$ cat config.mk
export PLATFORM = sky130hd
export DESIGN_NAME = conv_window_collector
export DESIGN_NICKNAME = d
export VERILOG_FILES = /design/src/rtl/conv_window_collector.sv
export SDC_FILE = /design/constraint.sdc
export NUM_CORES = 1
export LEC_CHECK = 0
export CELL_PAD_IN_SITES_DETAIL_PLACEMENT = 0
export CELL_PAD_IN_SITES_GLOBAL_PLACEMENT = 1
export CORE_MARGIN = 2
export CORE_UTILIZATION = 52
export CTS_CLUSTER_DIAMETER = 60
export DETAILED_ROUTE_END_ITERATION = 8
export PLACE_DENSITY = 0.87
export SYNTH_ARGS = -nofsm -noshare
export SYNTH_HDL_FRONTEND = slang
export SYNTH_SLANG_ARGS = --single-unit
$ cat constraint.sdc
create_clock -name clk -period 6.85 [get_ports clk]
set_input_delay 1.37 -clock clk [delete_from_list [all_inputs] [get_ports clk]]
set_output_delay 1.37 -clock clk [all_outputs]
set_load 0.03 [all_outputs]
$ cat src/rtl/conv_window_collector.sv
// Keeps only the full-window 5x5 convolution results from a raster stream and queues them in a
// small valid/ready FIFO, tagging the last result of each frame. Optional ReLU clamp: CONV_RELU_EN.
module conv_window_collector #(
   parameter int IMAGE_WIDTH  = 28,
   parameter int KERNEL_WIDTH = 5,
   parameter int DATA_WIDTH   = 39,
   parameter int FIFO_DEPTH   = 8
) (
   input  logic                         clk,
   input  logic                         reset_n,
   input  logic                         in_valid,
   input  logic signed [DATA_WIDTH-1:0] data_in,
   output logic                         out_valid,
   input  logic                         out_ready,
   output logic signed [DATA_WIDTH-1:0] data_out,
   output logic                         out_last,
   output logic                         frame_done,
   output logic                         overflow
);

   localparam int CNT_W = $clog2(IMAGE_WIDTH);
   localparam int PTR_W = $clog2(FIFO_DEPTH);
   localparam logic [CNT_W-1:0] LAST_POS = CNT_W'(IMAGE_WIDTH - 1);
   localparam logic [CNT_W-1:0] KEEP_MIN = CNT_W'(KERNEL_WIDTH - 1);
   localparam logic [PTR_W:0]   FULL_CNT = (PTR_W + 1)'(FIFO_DEPTH);

   logic [CNT_W-1:0] col_q, col_d, row_q, row_d;
   logic [PTR_W-1:0] wr_ptr_q, rd_ptr_q;
   logic [PTR_W:0]   count_q, count_d;
   logic             frame_done_q, overflow_q;
   logic [DATA_WIDTH:0] mem_q [FIFO_DEPTH];

   logic                  keep, at_end, full, pop, push, drop;
   logic [DATA_WIDTH-1:0] wdata;
   logic [DATA_WIDTH:0]   head;

   assign keep   = in_valid && (row_q >= KEEP_MIN) && (col_q >= KEEP_MIN);
   assign at_end = (row_q == LAST_POS) && (col_q == LAST_POS);
   assign full   = (count_q == FULL_CNT);
   assign pop    = out_valid && out_ready;
   // A full FIFO still takes a new result when the head leaves in the same cycle.
   assign push   = keep && (!full || pop);
   assign drop   = keep && !push;

`ifdef CONV_RELU_EN
   assign wdata = data_in[DATA_WIDTH-1] ? '0 : data_in;
`else
   assign wdata = data_in;
`endif

   // NOTE: every combinational output gets a default first so no path can infer a latch.
   always_comb begin
      col_d = col_q;
      row_d = row_q;
      if (in_valid) begin
         if (col_q == LAST_POS) begin
            col_d = '0;
            row_d = (row_q == LAST_POS) ? '0 : row_q + 1'b1;
         end else begin
            col_d = col_q + 1'b1;
         end
      end
   end

   always_comb begin
      count_d = count_q;
      case ({push, pop})
         2'b10:   count_d = count_q + 1'b1;
         2'b01:   count_d = count_q - 1'b1;
         default: count_d = count_q;
      endcase
   end

   // NOTE: sequential state uses non-blocking assignments so all registers update together.
   always_ff @(posedge clk or negedge reset_n) begin
      if (!reset_n) begin
         col_q        <= '0;
         row_q        <= '0;
         wr_ptr_q     <= '0;
         rd_ptr_q     <= '0;
         count_q      <= '0;
         frame_done_q <= 1'b0;
         overflow_q   <= 1'b0;
      end else begin
         col_q        <= col_d;
         row_q        <= row_d;
         count_q      <= count_d;
         frame_done_q <= in_valid && at_end;
         if (drop) overflow_q <= 1'b1;
         if (push) wr_ptr_q <= wr_ptr_q + 1'b1;
         if (pop)  rd_ptr_q <= rd_ptr_q + 1'b1;
      end
   end

   // NOTE: storage is not reset; the occupancy count alone decides which entries are meaningful.
   always_ff @(posedge clk) begin
      if (push) mem_q[wr_ptr_q] <= {in_valid && at_end, wdata};
   end

   assign head       = mem_q[rd_ptr_q];
   assign out_valid  = (count_q != '0);
   assign data_out   = out_valid ? $signed(head[DATA_WIDTH-1:0]) : '0;
   assign out_last   = out_valid && head[DATA_WIDTH];
   assign frame_done = frame_done_q;
   assign overflow   = overflow_q;

endmodule

==> impl_metrics.py, run 1 <==
metrics = {
    "timing": {
        "hold_violations": 0,
        "setup_viol": 0,
        "period_share": 0.7020,
        "finalSetupTns_ps": 0,
        "max_slew_margin": 0.1874,
        "rsz0062_at_grt": "false",
        "fin_ws_ps": 2041,
        "drv_slew": 0,
        "final.setup_skew_ps": 23.13,
        "fmax_mhz": 208.0,
        "worst_pin_slew_ps": 1219,
        "finalCriticalPeriod_ps": 4809,
    },
    "cts": {
        "cts.sinks": 342,
        "cts_buffer_depth": 3,
        "htreeDepth": 2,
        "root_buffer": "clkbuf_16",
        "cts_tree": "built",
        "cts_hold_buf": 0,
        "clkSlewWorstSetupHoldPaths_ps": 60,
        "clock_latency_ps": 510,
        "cts_resized": 0,
        "post_cts_buffers": 0,
        "cts_buffers": 34,
    },
    "synthesis": {
        "netlist_top_cells_area": "edfxtp_1, mux4_2, dfrtp_1",
        "avgSynthCellArea_um2": 21.20,
        "synthAdderAreaFrac": 0.008977,
        "synth_xor_area_frac": 0.005891,
        "synth.top_cells.by_count": "edfxtp_1, mux4_2, nor2_1",
        "synth-compound-area-share": 0.01029,
        "synthMuxAreaShare": 0.1693,
        "async_flop_share": 0.06433,
        "yosysMostFrequentCell": "edfxtp_1",
        "yosysWarnings": 0,
        "synth_edf_count": 320,
        "synth_top_family_by_area": "multiplexers",
        "synth_area_leader_cell": "edfxtp_1",
        "ys_seq_area_frac": 0.7593,
        "ys.flop_type": "edfxtp_1",
        "synth_top_area_frac": 0.7182,
        "synth-simple-area-share": 0.03441,
        "synth_fp_nets": 683,
        "synth.distinct_cells": 47,
        "synthCells": 631,
        "ys_ff_latch": 342,
        "synth_area_um2": 13380,
    },
    "worst_hold_path": {
        "hold_depth": 2,
        "hold_path_class": "reg -> reg",
        "hold-path-endpoint": "overflow",
        "hp-start": "overflow",
    },
    "worst_setup_path": {
        "path_class": "reg -> out",
        "critPathSlowestCell": "dfrtp_4",
        "crit-reg2reg-launch": "col_q[2]",
        "worst-path-buf-inv": 2,
        "path_max_fanout": 42,
        "critPathArrivalTime_ps": 3440,
        "critPathLaunchType": "flip-flop",
        "required_ps": 5480,
        "cp_top_family": "buffers and inverters",
        "cp_cell_sequence": "buf_12 -> mux4_2 -> mux2i_1 -> nor2_1 -> clkdlybuf4s50_1",
        "slowest_delay_ps": 990,
        "r2r_setup_slack_ps": 3970,
        "cp-end-kind": "output port",
        "r2r-end": "mem_q[1][6]",
        "r2r_cells": 5,
    },
    "floorplan": {
        "fp.dieH_um": 164.4,
        "ios": 86,
        "rows": 58,
        "initial_core_util": 0.5298,
        "die_x_um": 164.4,
        "dieArea_um2": 27030,
        "fp.coreArea_um2": 25250,
    },
    "flow_run": {
        "cap_violations": 0,
    },
    "global_routing": {
        "grt_usage": 0.2034,
        "grt-ovfl-total": 0,
        "grt_pass1_wl_um": 40300,
        "grt_max_degree": 83,
        "grt_pass1_vias": 6898,
        "antenna_found_initial": 1,
    },
    "power_and_ir_drop": {
        "clkPwrFrac": 0.282,
        "powerDensity_nw_per_um2": 405.8,
        "switching_share": 0.3138,
        "power_frac_comb": 0.314,
        "ir_worst_vdd_uv": 281.9,
        "seqPwrFrac": 0.405,
        "power.switching_mw": 2.009,
        "p_leak_nw": 5.209,
        "internal_power_mw": 4.394,
    },
    "cells_and_area": {
        "syn2layout_area_growth_pct": 17.92,
        "nFillCells": 1676,
        "fin_area_um2": 15780,
        "layout.nets": 788,
        "layout-drive-gt1-share": 0.2171,
        "finalCoreUtilization": 0.6248,
    },
    "routing": {
        "drt-vias-per-instance": 5.908,
        "wirelength_um": 26500,
        "avgRoutedWirePerCell_um": 24.29,
        "firstDrtPassIters": 7,
        "drc": 0,
        "vias": 6446,
        "ant_nets": 0,
        "drt_iter0_markers": 692,
    },
    "placement": {
        "pre_cts_ws_ps": 2376,
        "hpwl_um": 14270,
        "placed_area_um2": 14690,
        "port_buffers": 85,
        "gp_congestion": 0.8514,
    },
    "status": {
        "status": "complete, no violations",
    },
}
==> worst max-delay path by stage <==
stage	startpoint	end	slack (ps)	depth (start not counted)
after floorplan	in_valid	mem_q[0][0]	550	5
after global placement	in_valid	mem_q[1][13]	2450	6
after detailed placement	in_valid	mem_q[1][11]	2380	6
after CTS	rd_ptr_q[0]	data_out[1]	1940	5
after global routing	rd_ptr_q[0]	data_out[1]	1790	5
final	rd_ptr_q[0]	data_out[1]	2040	5
==> worst register-to-register path, stage by stage (launching register included) <==
cell and delay, ps:
dfrtp_1 530, nor3_4 110, nor2_4 260, nand3_1 350, nor3_2 670, buf_4 590
==> power by group through the flow <==
stage               Combinational (mW)  Sequential [mW]  Clock, mW
CTS                               2.03             2.60       1.84
global route                      2.13             2.61       1.92
floorplan                         1.51             2.42          0
global placement                  1.97             2.63          0
finish                            2.01             2.59       1.80
detailed placement                2.01             2.64          0
==> cell usage in the layout, fill, tap and decap left out, drive strengths merged, types with 2 or more instances in the layout <==
master / Yosys / routed
inv: 10 / 12
mux2: 3 / 3
mux2i: 43 / 43
edfxtp: 320 / 320
nand4: 2 / 2
bufinv: 0 / 3
xor2: 3 / 3
dfrtp: 22 / 22
xnor2: 6 / 6
nor3: 5 / 5
mux4: 80 / 80
clkdlybuf4s50: 0 / 85
and2: 2 / 2
nand2b: 3 / 3
clkbuf: 11 / 43
o21ai: 6 / 6
or3: 2 / 2
nand3: 6 / 6
nor2: 49 / 49
ha: 8 / 8
buf: 17 / 12
nand2: 13 / 13
o31ai: 3 / 3
clkinv: 0 / 11
==> stage by stage <==
| stage | hold slack [ps] | instances | power [mW] |
|---|---|---|---|
| global route | 523.7 | 1091 | 6.659 |
| CTS | 493.2 | 1090 | 6.464 |
| global placement | 474.1 | 1030 | 4.600 |
| detailed placement | 480.7 | 1030 | 4.642 |
| floorplan | 505.4 | 631 | 3.929 |
| finish | 491.1 | 1091 | 6.403 |
==> layer usage <==
layer / up-vias / share of wire / track usage
met4: 0 / 0.027 / 0.07273
met3: 52 / 0.068 / 0.03692
met1: 3357 / 0.39 / 0.2638
met5: - / 0 / 0
met2: 262 / 0.52 / 0.3490
li1: 2775 / - / -
==> cell type report <==
cell class | count | area [um^2] | share of cell area
Antenna cell | 1 | 2.502 | 0.0001586
Clock buffer | 43 | 915.9 | 0.05805
Clock inverter | 17 | 167.7 | 0.01063
Inverter | 10 | 37.54 | 0.002379
Multi-Input combinational cell | 251 | 3119 | 0.1977
Sequential cell | 342 | 10170 | 0.6445
Tap cell | 330 | 412.9 | 0.02617
Timing Repair Buffer | 97 | 953.4 | 0.06043
==> registers in the layout, summed over array words and instances, names as in the netlist <==
register and cells:
mem_q 320, col_q 5, row_q 5, frame_done 1, wr_ptr_q 3, count_q 4
rd_ptr_q 3, overflow 1
==> kinds of logic after synthesis <==
group | count (synthesis)
AND/OR/NAND/NOR | 90
flip-flops | 342
adder cells (fa/ha/maj) | 9
XOR/XNOR | 9
multiplexers | 126
buffers and inverters | 38
AO/OA/AOI/OAI | 17
No activity file was read; power rests on OpenSTA's default activity.
==> run 2: changes to the inputs <==
==> constraint.sdc (replaced) <==
create_clock -name clk -period 4.6 [get_ports clk]
set_input_delay 0.92 -clock clk [delete_from_list [all_inputs] [get_ports clk]]
set_output_delay 0.92 -clock clk [all_outputs]
set_load 0.03 [all_outputs]
==> run 2 against run 1 <==
Compared with the run above:
- utilization grew 0.84 points
- sequential cell count is the same
- count of clock-buffer cells in the layout shrank 2
- wire length shrank 0.18%
- worst hold slack lost 2.7 ps
- cell count grew 1.3%
- register-to-register slack lost 2000 ps
- first-iteration DRC count shrank 17%
- total power grew 52%
- final area grew 1.3%
- die area is the same
- largest cell class unchanged
- largest power group unchanged
==> impl_metrics.py, run 2 (synthesis gave the netlist of run 1 again) <==
metrics = {
    "global_routing": {
        "antenna_found_initial": 2,
        "grt_max_degree": 46,
        "grt_usage": 0.2031,
        "grt_pass1_vias": 6820,
        "grt-ovfl-total": 0,
        "grt_pass1_wl_um": 40080,
    },
    "power_and_ir_drop": {
        "ir_worst_vdd_uv": 371.1,
        "powerDensity_nw_per_um2": 610.6,
        "p_leak_nw": 5.320,
        "power_mw": 9.763,
    },
    "cts": {
        "cts_buffers": 36,
        "cts_hold_buf": 0,
        "clkSlewWorstSetupHoldPaths_ps": 60,
        "post_cts_buffers": 0,
        "cts_buffer_depth": 3,
        "root_buffer": "clkbuf_16",
        "cts_resized": 0,
        "clock_latency_ps": 510,
        "htreeDepth": 2,
        "cts_tree": "built",
        "cts.sinks": 342,
    },
    "worst_setup_path": {
        "crit_end": "data_out[1]",
        "path_class": "reg -> out",
        "r2r_cells": 8,
        "r2r-end": "count_q[3]",
        "critPathSlowestCell": "dfrtp_4",
        "crit-reg2reg-launch": "count_q[0]",
        "critPathLaunch": "rd_ptr_q[0]",
        "path_max_fanout": 40,
        "cp-end-kind": "output port",
        "critPathArrivalTime_ps": 3310,
        "critPathLaunchType": "flip-flop",
        "slowest_delay_ps": 930,
        "cp_cell_sequence": "buf_4 -> mux4_2 -> mux2i_1 -> nor2_1 -> clkdlybuf4s50_1",
        "r2r_setup_slack_ps": 1950,
        "required_ps": 3680,
    },
    "cells_and_area": {
        "nFillCells": 1700,
        "largest_registers": "mem_q x320, col_q x5, row_q x5",
        "layout-drive-gt1-share": 0.2300,
        "final_cell_mix": "edfxtp_1, clkdlybuf4s50_1, mux4_2",
        "final_common_cell": "edfxtp_1",
        "stdcell_count": 1105,
        "layout.nets": 798,
        "largest-register": "mem_q",
        "finalCoreUtilization": 0.6331,
        "fin_area_um2": 15990,
        "largest_register_ffs": 320,
        "syn2layout_area_growth_pct": 19.50,
    },
    "routing": {
        "firstDrtPassIters": 5,
        "avgRoutedWirePerCell_um": 23.93,
        "wirelength_um": 26450,
        "drt_iter0_markers": 573,
        "drc": 0,
        "ant_nets": 0,
        "vias": 6444,
        "drt-vias-per-instance": 5.832,
    },
    "timing": {
        "hold_violations": 0,
        "period_share": 0.9198,
        "max_slew_margin": 0.3374,
        "fmax_mhz": 236.3,
        "rsz0062_at_grt": "false",
        "drv_slew": 0,
        "hold_ws_ps": 488.4,
        "final.setup_skew_ps": 17.13,
        "worst_pin_slew_ps": 990.8,
        "setup_viol": 0,
        "finalCriticalPeriod_ps": 4231,
    },
    "placement": {
        "placed_area_um2": 14790,
        "port_buffers": 85,
        "hpwl_um": 14570,
        "gp_congestion": 0.7112,
        "place_inst": 1038,
    },
    "floorplan": {
        "fp.dieH_um": 164.4,
        "die_x_um": 164.4,
        "fp.coreArea_um2": 25250,
        "dieArea_um2": 27030,
        "ios": 86,
        "initial_core_util": 0.5298,
        "rows": 58,
    },
    "worst_hold_path": {
        "hold_path_class": "reg -> reg",
    },
    "flow_run": {
        "cap_violations": 0,
    },
    "status": {
        "status": "complete, no violations",
    },
}
## run 2: worst min-delay path by stage
stage          slack, ps  cells past startpoint     start  endpoint
2_1_floorplan        510                      1  row_q[0]  row_q[0]
3_3_place_gp         470                      2  overflow  overflow
3_5_place_dp         470                      2  overflow  overflow
4_1_cts              490                      2  overflow  overflow
5_1_grt              520                      2  overflow  overflow
6_report             490                      2  overflow  overflow
## run 2: metal layers
metal	wire [um]	GRT usage	share of wire	up-vias
li1	-	-	-	2799
met1	10240	0.2601	0.39	3373
met2	14190	0.3553	0.54	222
met3	1401	0.03340	0.053	48
met4	600	0.07154	0.023	2
met5	11	0	0.00042	-
## run 2: final cells by class
class	instances	area, um^2	area share
diodes	1	2.502	0.0001565
clock buffers	41	940.9	0.05885
clock inverters	25	254.0	0.01589
inverters	10	37.54	0.002348
multi-input cells	251	3134	0.1960
flip-flops and latches	342	10170	0.6360
well taps	330	412.9	0.02582
repair buffers	105	1039	0.06495
## run 2: power by group
part           internal, mW  switching [mW]
Combinational          1.51            1.57
Sequential             3.48           0.308
Clock                  1.76            1.14
Total                  6.74            3.02
## run 2: through the flow
step,TNS [ps],worst slack [ps]
after floorplan,-21920,-182.6
after global placement,0,862.0
after detailed placement,0,822.2
after CTS,0,298.9
after global routing,0,162.9
final,0,369.0
## run 2: critical path: cells and delay by family (launching register included)
family	cells	cell delay (ps)
buffers and inverters	2	1030
AND/OR/NAND/NOR	1	70
flip-flops	1	930
multiplexers	2	710
==> run 3: changes to the inputs <==
--- a/config.mk
+++ b/config.mk
@@ -11,7 +11,7 @@
 export CORE_UTILIZATION = 52
 export CTS_CLUSTER_DIAMETER = 60
 export DETAILED_ROUTE_END_ITERATION = 8
-export PLACE_DENSITY = 0.87
+export PLACE_DENSITY_LB_ADDON = 0.1
 export SYNTH_ARGS = -nofsm -noshare
 export SYNTH_HDL_FRONTEND = slang
 export SYNTH_SLANG_ARGS = --single-unit
==> run 3 against run 2 <==
Compared with the run above:
- first-iteration DRC count is 17% lower
- cell count increased by 0.18%
- count of clock-buffer cells in the layout is 4 higher
- critical path type unchanged
- largest cell class unchanged
- highest routed layer is now met4
==> impl_metrics.py, run 3 (synthesis gave the netlist of run 1 again) <==
metrics = {
    "routing": {
        "ant_nets": 0,
        "firstDrtPassIters": 5,
        "drc": 0,
        "avgRoutedWirePerCell_um": 23.02,
        "vias": 6416,
        "wirelength_um": 25490,
        "drt-vias-per-instance": 5.796,
        "drt_iter0_markers": 477,
    },
    "floorplan": {
        "rows": 58,
        "dieArea_um2": 27030,
        "initial_core_util": 0.5298,
        "ios": 86,
        "fp.coreArea_um2": 25250,
        "die_x_um": 164.4,
        "fp.dieH_um": 164.4,
    },
    "global_routing": {
        "grt_pass1_wl_um": 39230,
        "grt_pass1_vias": 6669,
        "grt_max_degree": 45,
        "antenna_found_initial": 2,
        "grt-ovfl-total": 0,
        "grt_usage": 0.1963,
    },
    "flow_run": {
        "cap_violations": 0,
    },
    "cells_and_area": {
        "layout.nets": 803,
        "layout-drive-gt1-share": 0.2232,
        "nFillCells": 1752,
        "regArea_um2": 10170,
        "stdcell_count": 1107,
        "largest-register": "mem_q",
        "finalCoreUtilization": 0.6288,
        "syn2layout_area_growth_pct": 18.68,
        "fin_area_um2": 15880,
        "multiInputGateArea_um2": 3134,
        "largest_register_ffs": 320,
        "final_common_cell": "edfxtp_1",
        "final_cell_mix": "edfxtp_1, clkdlybuf4s50_1, mux4_2",
        "largest_registers": "mem_q x320, col_q x5, row_q x5",
    },
    "timing": {
        "worst_pin_slew_ps": 1092,
        "setup_viol": 0,
        "final.setup_skew_ps": 16.25,
        "max_slew_margin": 0.2696,
        "finalCriticalPeriod_ps": 4005,
        "fin_ws_ps": 595.0,
        "hold_violations": 0,
        "fmax_mhz": 249.7,
        "period_share": 0.8707,
        "drv_slew": 0,
        "rsz0062_at_grt": "false",
    },
    "power_and_ir_drop": {
        "ir_worst_vdd_uv": 352.3,
        "p_leak_nw": 5.259,
        "powerDensity_nw_per_um2": 592.6,
    },
    "worst_setup_path": {
        "worst-path-buf-inv": 2,
        "critPathLaunchType": "flip-flop",
        "cp-end-kind": "output port",
        "critPathArrivalTime_ps": 3090,
        "slowest_delay_ps": 740,
        "path_max_fanout": 44,
        "cp_cell_sequence": "buf_12 -> mux4_2 -> mux2i_1 -> nor2_1 -> clkdlybuf4s50_1",
        "required_ps": 3680,
        "path_class": "reg -> out",
        "critPathSlowestCell": "dfrtp_4",
        "cp_top_family": "buffers and inverters",
    },
    "placement": {
        "placed_area_um2": 14840,
        "hpwl_um": 14980,
        "place_inst": 1043,
        "pre_cts_ws_ps": 996.9,
        "port_buffers": 85,
        "gp_congestion": 0.7822,
    },
    "cts": {
        "cts_tree": "built",
        "root_buffer": "clkbuf_16",
        "cts_buffer_depth": 3,
        "htreeDepth": 2,
        "cts_buffers": 36,
        "cts_resized": 0,
        "clock_latency_ps": 500,
        "clkSlewWorstSetupHoldPaths_ps": 60,
        "cts.sinks": 342,
        "post_cts_buffers": 0,
        "cts_hold_buf": 0,
    },
    "status": {
        "status": "complete, no violations",
    },
    "worst_hold_path": {
        "hold_path_class": "reg -> reg",
    },
}
[run 3: cell types whose count changed in the layout (fill, tap and decap cells not counted), moves of 2 or more]
cell / previous run / this run
clkinv_2: 8 / 5
clkinv_1: 8 / 10
bufinv_16: 5 / 0
inv_6: 3 / 0
buf_4: 17 / 21
clkbuf_1: 4 / 8
[run 3: worst paths after layout]
path | start | slack (ps) | cells past startpoint | end
setup / recovery | rd_ptr_q[0] | 590 | 5 | data_out[12]
hold / removal | overflow | 480 | 2 | overflow
setup reg to reg | count_q[0] | 1890 | 8 | count_q[3]
hold reg to reg | overflow | 480 | 2 | overflow
max in group asynchronous | reset_n | 2800 | 1 | rd_ptr_q[1]
min in group asynchronous | reset_n | 1010 | 1 | col_q[0]
[run 3: cell type report]
cell class / instances / area share
inverters: 10 / 0.002364
diodes: 2 / 0.0003152
flip-flops and latches: 342 / 0.6403
well taps: 330 / 0.02600
clock inverters: 17 / 0.004885
multi-input cells: 251 / 0.1974
clock buffers: 45 / 0.06020
repair buffers: 110 / 0.06855
[run 3: worst register-to-register path: stages, from the launching register on]
cell	delay [ps]
dfrtp_1	430
o41a_1	550
o21ai_2	160
inv_1	120
ha_1	290
a21o_1	180
a21oi_1	270
and4bb_1	260
a2111o_1	340
[run 3: routing by layer]
| metal | up-vias | part of all wire | GRT usage |
|---|---|---|---|
| met2 | 161 | 0.49 | 0.3186 |
| met4 | 0 | 0.024 | 0.06403 |
| li1 | 2815 | - | - |
| met1 | 3395 | 0.44 | 0.2775 |
| met5 | - | 0 | 0 |
| met3 | 45 | 0.043 | 0.03139 |
[run 3: per-stage QoR]
stage	TNS, ps	total power [mW]	hold slack (ps)
2_1_floorplan	-21920	5.853	505.4
3_3_place_gp	0	6.922	457.1
3_5_place_dp	0	6.970	468.5
4_1_cts	0	9.532	482.5
5_1_grt	0	9.828	541.6
6_report	0	9.411	478.0
[run 3: power by group]
| part | internal [mW] | switching [mW] |
|---|---|---|
| clock | 1.46 | 1.09 |
| sequential | 3.48 | 0.220 |
| combinational | 1.51 | 1.65 |
| total | 6.45 | 2.96 |
==> RTL change, RTL diff (settings of run 1) <==
Build with the macro `CONV_RELU_EN` defined.
--- a/src/rtl/conv_window_collector.sv
+++ b/src/rtl/conv_window_collector.sv
@@ -1,5 +1,7 @@
 // Keeps only the full-window 5x5 convolution results from a raster stream and queues them in a
 // small valid/ready FIFO, tagging the last result of each frame. Optional ReLU clamp: CONV_RELU_EN.
+`define CONV_RELU_EN
+
 module conv_window_collector #(
    parameter int IMAGE_WIDTH  = 28,
    parameter int KERNEL_WIDTH = 5,
Formal check against the unedited RTL: same outputs for any inputs over 10 cycles, from zero or initial values and one cycle with reset_n low; that may be too few to reach the edited logic, so the function may still have changed.
==> RTL change against run 1 <==
  * Hold slack worse by 3.8 ps
  * Setup slack better by 14 ps
  * Count of clock-buffer cells in the layout decreased by 1
  * Power is 2.1% lower
  * Synthesized area about the same
  * Sequential power is 3% lower
  * Wire length is 0.87% lower
  * Sequential cell count shrank 8
  * Final area down 0.59%
  * Largest power group unchanged
  * Highest routed layer unchanged
==> RTL change: results (changes against run 1) <==
Finish
  • Fin nets: 815 (+3.4%)
  • Largest registers: mem_q (312), col_q (5), row_q (5)
  • Fillers: 1681 (+0.30%)
  • Layout cells sized above 1: 20.8% (-0.92 points)
  • N_diodes: 0 (-1)

STA
  • Setup Skew: 23.1 ps (-0.0245 ps)
  • Slew HR: 22.0% (+3.2 points)

Synthesis
  • Syn nets: 715 (+4.7%)
  • Largest cells by area after synthesis: edfxtp_1 70%, mux4_2 13%, dfrtp_1 4.1%
  • Post-synth ARST share: 6.59% (+0.15 points)
  • Post-synthesis cell type count: 50 (+6.4%)
  • Mux share of post-synthesis cell area: 16.6% (-0.37 points)
  • Compound-Gate Fraction of Synth Area: 1.03% (about the same)
  • Top cells by count, synth: 312 x edfxtp_1, 78 x mux4_2, 47 x nor2_1, 42 x mux2i_1, 39 x nor2b_1
  • Sequential fraction of the synthesis area: 74.2% (-1.7 points)
  • Post-synth EDFFs: 312 (-2.5%)
  • Post-Synth Adder-Cell Area: 0.899% (about the same)
  • XOR/XNOR share of the synthesized area: 0.590% (about the same)

Global routing
  • Total track usage: 20.6% (+0.29 points)
  • Largest net degree at the start of global routing: 81 (-2.4%)
  • Initial antenna violation count: 0 (-1)
  • Global-route wire length before repair: 40700 µm (+1.1%)

Clocking
  • TritonCTS Buffers: 35 (+2.9%)
  • Worst skew pair latency: 530 ps (+20 ps)

Worst setup path
  • CP max FO: 37 (-12%)
  • Crit-path max cell delay: 880 ps (-110 ps)

Route
  • Vias per inst: 5.85 (-0.91%)
  • 1st-pass router iterations: 5 (-2)

Run status
  • Status: complete, no violations

Placement
  • DP HPWL: 14000 µm (-1.8%)
==> RTL change: area by class of cell <==
type | instances | area [µm²] | area share (%)
tap | 330 | 413 | 2.63
timing repair buffer | 96 | 926 | 5.90
multi-input combinational | 286 | 3310 | 21.1
inverter | 10 | 37.5 | 0.239
sequential | 334 | 9930 | 63.3
clock inverter | 16 | 151 | 0.965
clock buffer | 42 | 923 | 5.89
==> RTL change: logic make-up (layout without fill, tap and decap cells) <==
family / Yosys count / in the layout
and+or+nand+nor: 127 / 127
muxes: 123 / 123
AOI/OAI and AO/OA: 17 / 17
adders and majority gates: 9 / 9
DFF: 334 / 334
buffers and inverters: 43 / 164
other: 1 / 1
xor gates and xnor gates: 9 / 9
==> RTL change: routing by layer <==
| layer | up-vias | share of wire [%] | global-route usage [%] |
|---|---|---|---|
| met1 | 3367 | 40 | 28.0 |
| met3 | 55 | 6.6 | 3.33 |
| li1 | 2829 | - | - |
| met4 | 0 | 2.7 | 7.22 |
| met5 | - | 0 | 0 |
| met2 | 271 | 51 | 34.3 |
==> RTL change: through the flow <==
stage	worst slack (ps)	instance area (µm²)	cells	util [%]	total power, µW
5_1_grt	1830	15700	1114	62.3	6540
2_1_floorplan	639	13400	663	-	3890
6_report	2060	15700	1114	62.3	6270
3_3_place_gp	2560	14600	1056	58.0	4520
3_5_place_dp	2530	14600	1056	58.0	4550
4_1_cts	1950	15700	1114	62.3	6340
==> RTL change: worst paths after layout <==
kind | from | end | slack (ps) | cells after the start
max in group asynchronous | reset_n | rd_ptr_q[0] | 4690 | 1
worst min-delay path | overflow | overflow | 490 | 2
min in group asynchronous | reset_n | col_q[0] | 1420 | 1
worst min register to register | overflow | overflow | 490 | 2
worst max register to register | col_q[2] | mem_q[0][33] | 4190 | 5
worst max-delay path | rd_ptr_q[0] | data_out[4] | 2060 | 5
==> RTL change: worst reg2reg max path: stages (launching register included) <==
cell     delay (ps)
dfrtp_1         510
nor3_4          100
nor2_4          270
nand2_4         140
nor4_2          630
buf_4           620
==> RTL change: power by group <==
group / internal, µW / switching (µW)
Combinational: 979 / 988
Clock: 1040 / 741
Sequential: 2280 / 242
Total: 4300 / 1970
